==> src/rtl/memcpy_regs.sv <==
// memcpy_regs: slave-lite control/status registers for the memcpy engine.
// Optional interrupt output (irq, CTRL.IE) is built when MEMCPY_REGS_IRQ_EN is defined.
module memcpy_regs #(
    parameter int DATA_WIDTH   = 32,
    parameter int S_ADDR_WIDTH = 12
) (
    input  logic                    CLK,
    input  logic                    RST,
    input  logic                    s_awvalid,
    input  logic [S_ADDR_WIDTH-1:0] s_awaddr,
    output logic                    s_awready,
    input  logic [DATA_WIDTH-1:0]   s_wdata,
    input  logic [DATA_WIDTH/8-1:0] s_wstrb,
    input  logic                    s_wvalid,
    output logic                    s_wready,
    input  logic                    s_arvalid,
    input  logic [S_ADDR_WIDTH-1:0] s_araddr,
    output logic                    s_arready,
    output logic [DATA_WIDTH-1:0]   s_rdata,
    output logic                    s_rvalid,
    input  logic                    s_rready,
    output logic                    start,
    output logic [DATA_WIDTH-1:0]   size,
    output logic [DATA_WIDTH-1:0]   src_addr,
    output logic [DATA_WIDTH-1:0]   dst_addr,
    input  logic                    busy,
    input  logic                    done,
`ifdef MEMCPY_REGS_IRQ_EN
    output logic                    irq,
`endif
    input  logic [DATA_WIDTH-1:0]   result
);

    localparam int STRB_WIDTH = DATA_WIDTH / 8;

    localparam logic [2:0] IDX_CTRL   = 3'd0;
    localparam logic [2:0] IDX_SIZE   = 3'd1;
    localparam logic [2:0] IDX_SRC    = 3'd2;
    localparam logic [2:0] IDX_DST    = 3'd3;
    localparam logic [2:0] IDX_RESULT = 3'd4;
    localparam logic [2:0] IDX_CYCLES = 3'd5;

    typedef enum logic [1:0] {
        ST_IDLE  = 2'd0,
        ST_WDATA = 2'd1,
        ST_RDATA = 2'd2
    } state_e;

    function automatic logic [2:0] addr_index(input logic [S_ADDR_WIDTH-1:0] addr);
        return addr[4:2];
    endfunction

    function automatic logic addr_in_range(input logic [S_ADDR_WIDTH-1:0] addr);
        return (addr[S_ADDR_WIDTH-1:5] == {(S_ADDR_WIDTH-5){1'b0}});
    endfunction

    function automatic logic [DATA_WIDTH-1:0] strobe_merge(
        input logic [DATA_WIDTH-1:0] old_val,
        input logic [DATA_WIDTH-1:0] new_val,
        input logic [STRB_WIDTH-1:0] strb
    );
        logic [DATA_WIDTH-1:0] merged;
        merged = old_val;
        for (int b = 0; b < STRB_WIDTH; b++) begin
            if (strb[b]) begin
                merged[8*b +: 8] = new_val[8*b +: 8];
            end else begin
                merged[8*b +: 8] = old_val[8*b +: 8];
            end
        end
        return merged;
    endfunction

    state_e                state_q;
    logic                  awready_q, arready_q, wready_q, rvalid_q;
    logic [DATA_WIDTH-1:0] rdata_q;
    logic                  start_q;
    logic [2:0]            widx_q;
    logic                  wrange_q;

    logic [DATA_WIDTH-1:0] size_q, size_d;
    logic [DATA_WIDTH-1:0] src_q, src_d;
    logic [DATA_WIDTH-1:0] dst_q, dst_d;
    logic [DATA_WIDTH-1:0] result_q, result_d;
    logic [DATA_WIDTH-1:0] cycles_q, cycles_d;
    logic                  done_sticky_q, done_sticky_d;
    logic                  ie_q, ie_d;
    logic                  irq_q, irq_d;

    logic                  wr_en_s;
    logic                  param_wr_s;
    logic                  start_acc_s;
    logic [DATA_WIDTH-1:0] rd_word_s;

    // A write lands only when the latched address was in range; job parameters
    // and launches are refused while the engine is running.
    assign wr_en_s     = (state_q == ST_WDATA) && wready_q && s_wvalid && wrange_q;
    assign param_wr_s  = wr_en_s && !busy;
    assign start_acc_s = wr_en_s && (widx_q == IDX_CTRL) && s_wdata[0] && !busy;

    // Next-state of the register file and status capture.
    always_comb begin
        size_d        = size_q;
        src_d         = src_q;
        dst_d         = dst_q;
        result_d      = result_q;
        cycles_d      = cycles_q;
        done_sticky_d = done_sticky_q;
        ie_d          = ie_q;

        if (param_wr_s && (widx_q == IDX_SIZE)) begin
            size_d = strobe_merge(size_q, s_wdata, s_wstrb);
        end else begin
            size_d = size_q;
        end
        if (param_wr_s && (widx_q == IDX_SRC)) begin
            src_d = strobe_merge(src_q, s_wdata, s_wstrb);
        end else begin
            src_d = src_q;
        end
        if (param_wr_s && (widx_q == IDX_DST)) begin
            dst_d = strobe_merge(dst_q, s_wdata, s_wstrb);
        end else begin
            dst_d = dst_q;
        end

        if (done) begin
            result_d = result;
        end else begin
            result_d = result_q;
        end

        // A launch in the same cycle as a completion pulse leaves the job "not done".
        if (start_acc_s) begin
            done_sticky_d = 1'b0;
            cycles_d      = {DATA_WIDTH{1'b0}};
        end else begin
            if (done) begin
                done_sticky_d = 1'b1;
            end else begin
                done_sticky_d = done_sticky_q;
            end
            if (busy && (cycles_q != {DATA_WIDTH{1'b1}})) begin
                cycles_d = cycles_q + {{(DATA_WIDTH-1){1'b0}}, 1'b1};
            end else begin
                cycles_d = cycles_q;
            end
        end

`ifdef MEMCPY_REGS_IRQ_EN
        if (wr_en_s && (widx_q == IDX_CTRL)) begin
            ie_d = s_wdata[2];
        end else begin
            ie_d = ie_q;
        end
`else
        ie_d = 1'b0;
`endif
        // Uses the settled sticky bit so irq trails done_sticky by one cycle,
        // while a launch or IE=0 drops it immediately.
        irq_d = ie_d & done_sticky_q & done_sticky_d;
    end

    // Read mux; sampled into rdata_q at AR acceptance.
    always_comb begin
        rd_word_s = {DATA_WIDTH{1'b0}};
        if (addr_in_range(s_araddr)) begin
            case (addr_index(s_araddr))
                IDX_CTRL:   rd_word_s = {{(DATA_WIDTH-3){1'b0}}, ie_q, done_sticky_q, busy};
                IDX_SIZE:   rd_word_s = size_q;
                IDX_SRC:    rd_word_s = src_q;
                IDX_DST:    rd_word_s = dst_q;
                IDX_RESULT: rd_word_s = result_q;
                IDX_CYCLES: rd_word_s = cycles_q;
                default:    rd_word_s = {DATA_WIDTH{1'b0}};
            endcase
        end else begin
            rd_word_s = {DATA_WIDTH{1'b0}};
        end
    end

    // Handshake FSM with registered ready/valid outputs, plus register file update.
    always_ff @(posedge CLK) begin
        if (RST) begin
            state_q       <= ST_IDLE;
            awready_q     <= 1'b0;
            arready_q     <= 1'b0;
            wready_q      <= 1'b0;
            rvalid_q      <= 1'b0;
            rdata_q       <= {DATA_WIDTH{1'b0}};
            start_q       <= 1'b0;
            widx_q        <= 3'd0;
            wrange_q      <= 1'b0;
            size_q        <= {DATA_WIDTH{1'b0}};
            src_q         <= {DATA_WIDTH{1'b0}};
            dst_q         <= {DATA_WIDTH{1'b0}};
            result_q      <= {DATA_WIDTH{1'b0}};
            cycles_q      <= {DATA_WIDTH{1'b0}};
            done_sticky_q <= 1'b0;
            ie_q          <= 1'b0;
            irq_q         <= 1'b0;
        end else begin
            size_q        <= size_d;
            src_q         <= src_d;
            dst_q         <= dst_d;
            result_q      <= result_d;
            cycles_q      <= cycles_d;
            done_sticky_q <= done_sticky_d;
            ie_q          <= ie_d;
            irq_q         <= irq_d;
            start_q       <= start_acc_s;

            case (state_q)
                ST_IDLE: begin
                    if (awready_q && s_awvalid) begin
                        widx_q    <= addr_index(s_awaddr);
                        wrange_q  <= addr_in_range(s_awaddr);
                        awready_q <= 1'b0;
                        arready_q <= 1'b0;
                        wready_q  <= 1'b1;
                        state_q   <= ST_WDATA;
                    end else if (arready_q && s_arvalid) begin
                        rdata_q   <= rd_word_s;
                        rvalid_q  <= 1'b1;
                        awready_q <= 1'b0;
                        arready_q <= 1'b0;
                        state_q   <= ST_RDATA;
                    end else begin
                        awready_q <= 1'b1;
                        arready_q <= 1'b1;
                        state_q   <= ST_IDLE;
                    end
                end
                ST_WDATA: begin
                    if (s_wvalid) begin
                        wready_q  <= 1'b0;
                        awready_q <= 1'b1;
                        arready_q <= 1'b1;
                        state_q   <= ST_IDLE;
                    end else begin
                        state_q   <= ST_WDATA;
                    end
                end
                ST_RDATA: begin
                    if (s_rready) begin
                        rvalid_q  <= 1'b0;
                        awready_q <= 1'b1;
                        arready_q <= 1'b1;
                        state_q   <= ST_IDLE;
                    end else begin
                        state_q   <= ST_RDATA;
                    end
                end
                default: begin
                    awready_q <= 1'b0;
                    arready_q <= 1'b0;
                    wready_q  <= 1'b0;
                    rvalid_q  <= 1'b0;
                    state_q   <= ST_IDLE;
                end
            endcase
        end
    end

    assign s_awready = awready_q;
    assign s_arready = arready_q;
    assign s_wready  = wready_q;
    assign s_rvalid  = rvalid_q;
    assign s_rdata   = rdata_q;
    assign start     = start_q;
    assign size      = size_q;
    assign src_addr  = src_q;
    assign dst_addr  = dst_q;
`ifdef MEMCPY_REGS_IRQ_EN
    assign irq       = irq_q;
`endif

endmodule
==> config.mk <==
export PLATFORM = sky130hd
export DESIGN_NAME = memcpy_regs
export DESIGN_NICKNAME = d
export VERILOG_FILES = /design/src/rtl/memcpy_regs.sv
export SDC_FILE = /design/constraint.sdc
export NUM_CORES = 1
export LEC_CHECK = 0
export CORE_ASPECT_RATIO = 1.2
export CORE_MARGIN = 3
export CORE_UTILIZATION = 25
export DETAILED_ROUTE_END_ITERATION = 10
export PLACE_DENSITY = 0.59
export SYNTH_ARGS = -nofsm -noshare
export SYNTH_HDL_FRONTEND = slang
export SYNTH_SLANG_ARGS = --single-unit
export TNS_END_PERCENT = 30
==> constraint.sdc <==
create_clock -name CLK -period 3.67 [get_ports CLK]
set_input_delay 0.734 -clock CLK [delete_from_list [all_inputs] [get_ports CLK]]
set_output_delay 0.734 -clock CLK [all_outputs]
set_load 0.01 [all_outputs]
# ---- Word-level counts from Yosys, hierarchy flattened
# Cells that the tools add are included.
dict set report totals {
  out_inout_bits 133
  input_bits 100
  register_bits 203
  word_cells 99
}
dict set report op_classes {
  bitwise 3
  addsub 1
  n_reduce_logical 37
  eq_ne 16
  muxes 19
}
# operator n
set ops {}
lappend ops {{one-hot mux 32 bit (6 select lines)} 1}
lappend ops {{adder 32 x 1 -> 32 bit (second input constant)} 1}
lappend ops {{2-to-1 mux 32 bit} 1}
lappend ops {{inequality test 32 bit (second input constant)} 1}
lappend ops {{AND reduction 2 bit} 14}
lappend ops {{zero test 7 bit} 2}
lappend ops {{logical AND 1 bit} 13}
lappend ops {{equality test 3 x 2 -> 1 bit (second input constant)} 4}
lappend ops {{2-to-1 mux 1 bit} 10}
lappend ops {{inequality test 2 bit (second input constant)} 5}
lappend ops {{one-hot mux 1 bit (3 select lines)} 3}
lappend ops {{equality test 3 x 1 -> 1 bit (second input constant)} 2}
lappend ops {{equality test 3 bit (second input constant)} 2}
lappend ops {{zero test 3 bit} 2}
lappend ops {{2-to-1 mux 2 bit} 3}
lappend ops {{one-hot mux 2 bit (3 select lines)} 1}
lappend ops {{AND reduction 3 bit} 2}
lappend ops {{AND reduction 4 bit} 1}
lappend ops {{NOT 1 bit} 3}
lappend ops {{equality test 2 x 1 -> 1 bit (second input constant)} 1}
lappend ops {{equality test 2 bit (second input constant)} 1}
lappend ops {{zero test 2 bit} 1}
lappend ops {{OR reduction 2 bit} 1}
lappend ops {{zero test 1 bit} 1}

# ---- Depth between registers and ports, before layout
# Gate-level depths: netlist (run 1).
dict set report depth {
  depth_word 8
  depth_mapped 8
  ltp_nobuf 7
}

# ---- Worst setup path before layout (run 1)
# Ideal clock, no wire load.
dict set report synth_timing {
  path_kind {input -> register}
  start {input port s_araddr[4]}
  end {register rdata_q[22] (netlist: s_rdata[22])}
  cell_stages 8
  n_path_buf 3
  path_slack_ns 1.470
  t_arrival_ns 2.135
  required_ns 3.605
  cell_sequence {clkbuf_1 -> nor3b_1 -> clkbuf_1 -> clkbuf_1 -> o2bb2ai_1 -> a221o_1 -> a22oi_1 -> nor2_1}
}
dict set report synth_via {
  elab_chain_len 3
  word_cells_on_any_way 8
  cone_classes {eq/ne: 5; mux: 2; reduce/logical: 1}
}
# item line_no
set synth_rtl {}
lappend synth_rtl {{start, declared} 17} ;# input logic [S_ADDR_WIDTH-1:0] s_araddr,
lappend synth_rtl {{equality test 3 bit (tied with other cells)} 168} ;# case (addr_index(s_araddr))
lappend synth_rtl {{one-hot mux 32 bit (6 select lines) *} 168}
lappend synth_rtl {{2-to-1 mux 32 bit *} 167} ;# if (addr_in_range(s_araddr)) begin
lappend synth_rtl {{end signal, assigned} 190} ;# rdata_q <= {DATA_WIDTH{1'b0}};
lappend synth_rtl {{end signal, assigned} 223} ;# rdata_q <= rd_word_s;
lappend synth_rtl {{end, declared} 76} ;# logic [DATA_WIDTH-1:0] rdata_q;
# Every way passes the cells marked *; elsewhere a longest branch is shown, timed or not.
# A chain may end at the register's enable or synchronous reset.

# ---- Final worst setup path (run 1)
dict set report layout_timing {
  start {input port busy}
  end {register cycles_q[7]}
}
dict set report layout_via {
  elab_chain_len 3
  word_cells_on_any_way 4
  cone_classes {reduce/logical: 4}
}
# item line_no
set layout_rtl {}
lappend layout_rtl {{start, declared} 26} ;# input logic busy,
lappend layout_rtl {{zero test 1 bit} 99} ;# assign start_acc_s = wr_en_s && (widx_q == IDX_CTRL) && s_wdata[0] && !busy;
lappend layout_rtl {{logical AND 1 bit} 99}
lappend layout_rtl {{OR reduction 2 bit (no line)} --}
lappend layout_rtl {{end signal, assigned} 198} ;# cycles_q <= {DATA_WIDTH{1'b0}};
lappend layout_rtl {{end signal, assigned} 207} ;# cycles_q <= cycles_d;
lappend layout_rtl {{end, declared} 85} ;# logic [DATA_WIDTH-1:0] cycles_q, cycles_d;
# Parallel ways exist; a longest one is shown, timed or not.

==> key figures, run 1 <==
STA
  • Setup TNS: 0 ns
  • Max-slew headroom: 0.3127
  • Setup violators final: 0
  • RSZ-0062 raised after global routing: no
  • Highest Clock Rate: 394.3 MHz
  • Slew Limit Fails: 0
  • Worst slew pin tran: 1.031 ns
  • Final WS setup: 1.134 ns
  • Minimum clock period: 2.536 ns
  • Final Hold Vio Count: 0
  • Skew final: 0.01056 ns
  • WHS: 0.4605 ns
  • Final period util: 0.6911

Power
  • Combinational Power Share: 0.071
  • Pwr Density: 420.5 nW/um^2
  • Clk network pwr share: 0.496
  • Sw Ratio: 0.2267
  • Sequential Power Share: 0.434
  • Psw: 1.183 mW
  • Pleak: 4.517 nW
  • Internal: 4.034 mW
  • VDD IR max: 0.2300 mV

Floorplanning
  • Core area: 34350 sq um
  • DIE WIDTH: 177.0 microns
  • Die Ht: 211.2 microns
  • IO Count: 233
  • Initial Util: 0.2554
  • Row cnt: 74
  • Die area: 37390 sq um

GRT
  • Initial antenna violation count: 2
  • GR Overflow Total: 0
  • All-layer global routing usage: 0.1673
  • First-pass GRT wire length: 48670 microns
  • Largest net degree at the start of global routing: 67
  • Vias in the first global route: 8071

Placement
  • Port buffer count: 228
  • RePlAce Congestion: 0.8509
  • Placed cell area: 11550 sq um
  • Pre-CTS WS: 0.5787 ns
  • DP HPWL: 23440 microns

Detailed routing
  • Initial drt markers: 456
  • DRC: 0
  • Via count of the routed design: 8263
  • DR WL/cell: 19.46 microns
  • DR vias/cell: 4.942
  • Routed WL: 32540 microns
  • Antenna viol nets, final: 0
  • Initial DRT Pass Iterations: 5

Setup path
  • Crit Path Category: input pin to flip-flop
  • Crit path cell chain: clkdlybuf4s50_1 -> nand4b_1 -> nor4_1 -> or2_1 -> buf_4 -> or4_1 -> o21ai_1
  • CP endpoint kind: flip-flop
  • Critical path peak fanout: 11
  • Worst EP required: 4.07 ns
  • CP max stage delay: 0.66 ns
  • Worst path slowest cell: nor4_1
  • Type of origin of the critical path: input pin
  • WP data arrival: 2.94 ns

CTS
  • Clock sinks: 203
  • CTS tree: done
  • Post-CTS Resized: 0
  • Clock Tree Buf Depth: 3
  • Post-CTS Setup Inserts: 0
  • Number of buffers created by CTS: 22
  • Root Driver: clkbuf_16
  • Hold_buf cts: 0
  • Htree depth: 1
  • Clock Pin Slew Worst Setup and Hold Paths: 0.06 ns
  • Clk_lat worst skew: 0.51 ns

Synthesis
  • Top_reg_cell synth: dfxtp_1
  • Syn Inst Count: 993
  • Seq/Total Area, Yosys: 0.4632
  • Post-Syn Area: 8773 sq um
  • Seq cells post-synth: 203
  • Post-synthesis async set-or-reset flop share: 0
  • Yosys cell types: 51
  • Post-Syn Area per Cell: 8.835 sq um
  • Post-Syn Nets: 1098
  • EDFF count, synth: 0
  • Yosys Warn Count: 0

Worst hold path
  • Tightest Hold Check Type: flip-flop to flip-flop

Run status
  • Status: complete, no violations

Final layout
  • Layout cells sized above 1: 0.06667
  • Register Area: 4064 sq um
  • Multi-input gate area: 4427 sq um
  • Area delta synth->final: 41.39%
  • Fillcell total: 3485
  • Cell area after layout: 12400 sq um
  • Final #Nets: 1304

Job
  • Max Cap Violations: 0
through the flow:
step	utilization	instances	power, mW
detailed placement	0.3364	1631	2.681
finish	0.3611	1672	5.216
CTS	0.3610	1671	5.259
floorplan	-	993	2.479
global placement	0.3364	1631	2.678
global route	0.3611	1672	5.374
logic make-up (layout without fill, tap and decap cells):
kind of cell               after synthesis  count (layout)  share of synthesized area
AOI/OAI and AO/OA                      227             227                     0.1734
DFF                                    203             203                     0.4632
xor gates and xnor gates                 4               4                   0.003993
other                                    0               1                          0
adders and majority gates                5               5                   0.007131
and+or+nand+nor                        375             375                     0.1999
buffers and inverters                   77             299                    0.03565
muxes                                  102             102                     0.1167
synth_stat cells, drive strengths merged (3+ instances only):
library cell	n	share of area
dfxtp	203	0.46
nand2	127	0.054
nor2	119	0.051
mux2i	100	0.11
a21oi	94	0.054
clkbuf	54	0.023
nand3	44	0.026
a22oi	31	0.027
o2bb2ai	30	0.030
a221o	29	0.033
o21ai	25	0.014
or3	18	0.013
buf	14	0.0087
nand4	14	0.012
nor3	10	0.0063
inv	9	0.0039
or4	9	0.0077
nor4	7	0.0081
and2	6	0.0043
ha	5	0.0071
nand2b	5	0.0036
o31ai	5	0.0043
and3	4	0.0029
nor2b	4	0.0029
xor2	4	0.0040
a31oi	3	0.0021
o211ai	3	0.0031
cell type report:
cell class	count	area share
timing repair buffer	250	0.1983
clock inverter	14	0.01856
multi-input combinational	713	0.3569
inverter	9	0.002723
sequential	203	0.3276
tap	456	0.04600
antenna	1	0.0002017
clock buffer	26	0.04973
sequential cells by signal (all words and copies together), names as in the netlist:
name and count:
cycles_q 32, done_sticky_q 1, dst_addr 32, result_q 32, s_arready 1, s_rdata 32, s_rvalid 1, s_wready 1
size 32, src_addr 32, start 1, state_q 2, widx_q 3, wrange_q 1
power by group through the flow:
stage / logic [mW] / clock network, mW / registers [mW]
after floorplan: 0.177 / 0 / 2.30
after global placement: 0.367 / 0 / 2.31
after detailed placement: 0.370 / 0 / 2.31
after CTS: 0.372 / 2.63 / 2.26
after global routing: 0.400 / 2.71 / 2.26
final: 0.370 / 2.58 / 2.26
worst max-delay path, delay by kind of cell:
family,cells,cell delay (ns)
and+or+nand+nor,4,1.40
AOI/OAI and AO/OA,1,0.05
buffers and inverters,2,0.74
worst paths after layout:
check	from	end	slack [ns]	depth (start not counted)
setup / recovery	busy	cycles_q[7]$_SDFFE_PP0P_	1.13	7
hold / removal	s_rdata[1]$_SDFFE_PP0P_	s_rdata[1]$_SDFFE_PP0P_	0.46	2
setup reg to reg	state_q[0]$_SDFF_PP0_	s_rdata[28]$_SDFFE_PP0P_	1.38	8
hold reg to reg	s_rdata[1]$_SDFFE_PP0P_	s_rdata[1]$_SDFFE_PP0P_	0.46	2
layer usage:
metal  vias to the layer above  share of wire  wire length (microns)  global-route usage
met2                       284           0.47                  15160              0.2725
met5                         -        0.00034                     11                   0
met4                         2          0.039                   1264             0.06667
li1                       3993              -                      -                   -
met1                      3916           0.43                  14080              0.2176
met3                        68          0.062                   2024             0.03326
layout by cell type, fill, tap and decap left out, drive strengths merged, types with 2 or more instances in the layout:
cell type / instances
nand4b: 2
clkinv: 6
nand3: 44
buf: 25
clkdlybuf4s50: 225
nor3b: 2
and2: 6
xor2: 4
inv: 10
nand2b: 5
o2bb2ai: 30
and3: 4
nor4: 7
nor3: 10
clkbuf: 26
or4: 9
nor2: 119
o31ai: 5
a22oi: 31
mux2i: 100
o21ai: 25
or3: 18
mux2: 2
bufinv: 6
a31oi: 3
a21oi: 94
nand4: 14
nor2b: 4
a221o: 29
dfxtp: 203
ha: 5
nand2: 127
a211oi: 2
o211ai: 3
(Power assumes the default switching activity.)
==> run 2: changes to the inputs <==
Clock period 3.67 ns to 2.65 ns, I/O delays scaled along.
==> run 2 against run 1 <==
Cell count rose by 0.78%. Non-clock buffer count rose by 14. Critical path depth fell by 1. Highest routed layer is now met4. First-iteration DRC count rose by 11%. Cell area rose by 0.34%. Sequential share of layout area fell by 0.11 points. Largest cell class unchanged. Largest power group is now sequential cells. Worst hold slack got worse by 0.0028 ns. Worst setup slack got worse by 0.69 ns. Count of clock-buffer cells in the layout rose by 4.
==> key figures, run 2 (synthesis results as in run 1) <==
Power
  • Sw Ratio: 0.2343 (+0.007620)
  • Pwr Density: 538.4 nW/um^2 (+28%)
  • Sequential Power Share: 0.467 (+0.033)
  • Pleak: 4.545 nW (+0.61%)
  • Internal: 5.131 mW (+27%)
  • VDD IR max: 0.3639 mV (+58%)
  • Clk network pwr share: 0.454 (-0.042)
  • Psw: 1.570 mW (+33%)
  • Combinational Power Share: 0.079 (+0.008)

Placement
  • DP HPWL: 23630 microns (+0.81%)
  • Placed cell area: 11740 sq um (+1.6%)
  • Pre-CTS WS: 0.06986 ns (-0.5088 ns)
  • Port buffer count: 228 (unchanged)
  • RePlAce Congestion: 0.8522 (+0.15%)

Detailed routing
  • DR vias/cell: 4.909 (-0.66%)
  • Initial drt markers: 507 (+11%)
  • Initial DRT Pass Iterations: 5 (unchanged)
  • Routed WL: 32570 microns (+0.10%)
  • Antenna viol nets, final: 0 (unchanged)
  • DR WL/cell: 19.33 microns (-0.67%)
  • Via count of the routed design: 8272 (+0.11%)
  • DRC: 0 (unchanged)

Worst hold path
  • Hold path start: s_rdata[30]$_SDFFE_PP0P_
  • Cells on Worst Hold Path: 2 (unchanged)
  • Tightest Hold Check Type: flip-flop to flip-flop
  • Worst Hold End: s_rdata[30]$_SDFFE_PP0P_

GRT
  • First-pass GRT wire length: 48490 microns (-0.35%)
  • Initial antenna violation count: 4 (+2)
  • All-layer global routing usage: 0.1662 (-0.001143)
  • Vias in the first global route: 8115 (+0.55%)
  • Largest net degree at the start of global routing: 90 (+34%)
  • GR Overflow Total: 0 (unchanged)

STA
  • Minimum clock period: 2.204 ns
  • Max-slew headroom: 0.5267 (+0.2140)
  • Final WS setup: 0.4464 ns (-0.6873 ns)
  • WHS: 0.4577 ns (-0.002788 ns)
  • Final period util: 0.8316
  • Final Hold Vio Count: 0 (unchanged)
  • Skew final: 0.01332 ns (+0.002764 ns)
  • RSZ-0062 raised after global routing: no
  • Highest Clock Rate: 453.8 MHz
  • Setup violators final: 0 (unchanged)
  • Setup TNS: 0 ns (unchanged)
  • Worst slew pin tran: 0.7069 ns (-0.3241 ns)
  • Slew Limit Fails: 0 (unchanged)

Setup path
  • Crit path cell chain: nand4_2 -> nor4_1 -> a31o_2 -> buf_4 -> xor2_1 -> nor2_1
  • Worst reg2reg path startpoint: cycles_q[13]$_SDFFE_PP0P_
  • CP max stage delay: 0.59 ns (-0.07 ns)
  • Worst path slowest cell: a31o_2
  • Critical R2R Capture: cycles_q[0]$_SDFFE_PP0P_
  • WP data arrival: 2.60 ns (-0.34 ns)
  • Critical path peak fanout: 32 (+21)
  • Reg2Reg Depth: 6 (-2)
  • Worst EP required: 3.04 ns (-1.03 ns)
  • CP endpoint kind: flip-flop
  • Top delay family on crit path: simple AND/OR/NAND/NOR gates
  • Crit Path Category: flip-flop to flip-flop
  • Worst Path Buf+Inv: 1 (-1)
  • Type of origin of the critical path: flip-flop
  • Worst Setup SP: cycles_q[13]$_SDFFE_PP0P_
  • R2R Setup Slk: 0.45 ns (-0.93 ns)

CTS
  • Root Driver: clkbuf_16
  • Clk_lat worst skew: 0.51 ns (about the same)
  • Post-CTS Resized: 0 (unchanged)
  • Clock sinks: 203 (unchanged)
  • Htree depth: 1 (unchanged)
  • Clock Pin Slew Worst Setup and Hold Paths: 0.06 ns (about the same)
  • Number of buffers created by CTS: 22 (unchanged)
  • Post-CTS Setup Inserts: 0 (unchanged)
  • Clock Tree Buf Depth: 3 (unchanged)
  • Hold_buf cts: 0 (unchanged)
  • CTS tree: done

Floorplanning
  • Die Ht: 211.2 microns (unchanged)
  • Initial Util: 0.2554 (unchanged)
  • Row cnt: 74 (unchanged)
  • Core area: 34350 sq um (unchanged)
  • DIE WIDTH: 177.0 microns (unchanged)
  • IO Count: 233 (unchanged)
  • Die area: 37390 sq um (unchanged)

Final layout
  • Commonest non-fill, non-tap cell in the layout: clkdlybuf4s50_1
  • Cell area after layout: 12450 sq um (+0.34%)
  • Most frequent cells in the layout: clkdlybuf4s50_1, dfxtp_1, nand2_1, nor2_1, mux2i_1
  • Area delta synth->final: 41.87%
  • Final #Nets: 1318 (+1.1%)
  • Layout cells sized above 1: 0.07259 (+0.005927)

Run status
  • Status: complete, no violations

Job
  • Max Cap Violations: 0 (unchanged)
==> run 2: changes by cell type in the layout (fill, tap and decap cells not counted) <==
cell	change
inv_6	-1
buf_4	+8
clkbuf_1	+3
clkinv_4	-1
diode_2	+2
buf_12	+6
clkbuf_8	+1
bufinv_16	-5
==> run 2: layer usage <==
layer | up-vias | routed length, microns | global-route usage
met5 | - | 0 | 0
met4 | 0 | 1228 | 0.07182
met3 | 62 | 2007 | 0.03272
met2 | 285 | 15150 | 0.2679
met1 | 3897 | 14190 | 0.2163
li1 | 4028 | - | -
==> run 2: area by class of cell <==
class                           instances  area [sq um]
Fill cell                            3489         21900
Multi-Input combinational cell        713          4427
Clock inverter                          7         62.56
Timing Repair Buffer                  264          2640
Clock buffer                           30         641.9
Antenna cell                            3         7.507
Sequential cell                       203          4064
Tap cell                              456         570.5
Inverter                                9         33.78
==> run 2: per-stage QoR <==
step	instances	util	power, mW
after CTS	1682	0.3621	6.768
after global placement	1645	0.3416	3.724
after global routing	1685	0.3624	6.917
final	1685	0.3624	6.702
after floorplan	993	-	3.433
after detailed placement	1645	0.3416	3.728
==> run 2: worst max-delay path by stage <==
stage                                            to  slack, ns  cells past startpoint
after global placement    dst_addr[24]$_SDFFE_PP0P_       0.11                      8
after global routing       cycles_q[2]$_SDFFE_PP0P_       0.20                      6
after floorplan            s_rdata[22]$_SDFFE_PP0P_       0.65                      8
after detailed placement  src_addr[29]$_SDFFE_PP0P_       0.07                      8
final                      cycles_q[0]$_SDFFE_PP0P_       0.45                      6
after CTS                  cycles_q[0]$_SDFFE_PP0P_       0.43                      6
==> run 2: worst register-to-register path, stage by stage (launching register included) <==
cell,delay (ns)
dfxtp_1,0.42
nand4_2,0.23
nor4_1,0.42
a31o_2,0.59
buf_4,0.25
xor2_1,0.14
nor2_1,0.05
==> run 2: power groups by stage <==
stage	logic [mW]	registers, mW	clock network, mW
finish	0.528	3.13	3.04
global route	0.568	3.14	3.21
CTS	0.530	3.13	3.11
detailed placement	0.528	3.20	0
global placement	0.525	3.20	0
floorplan	0.246	3.19	0
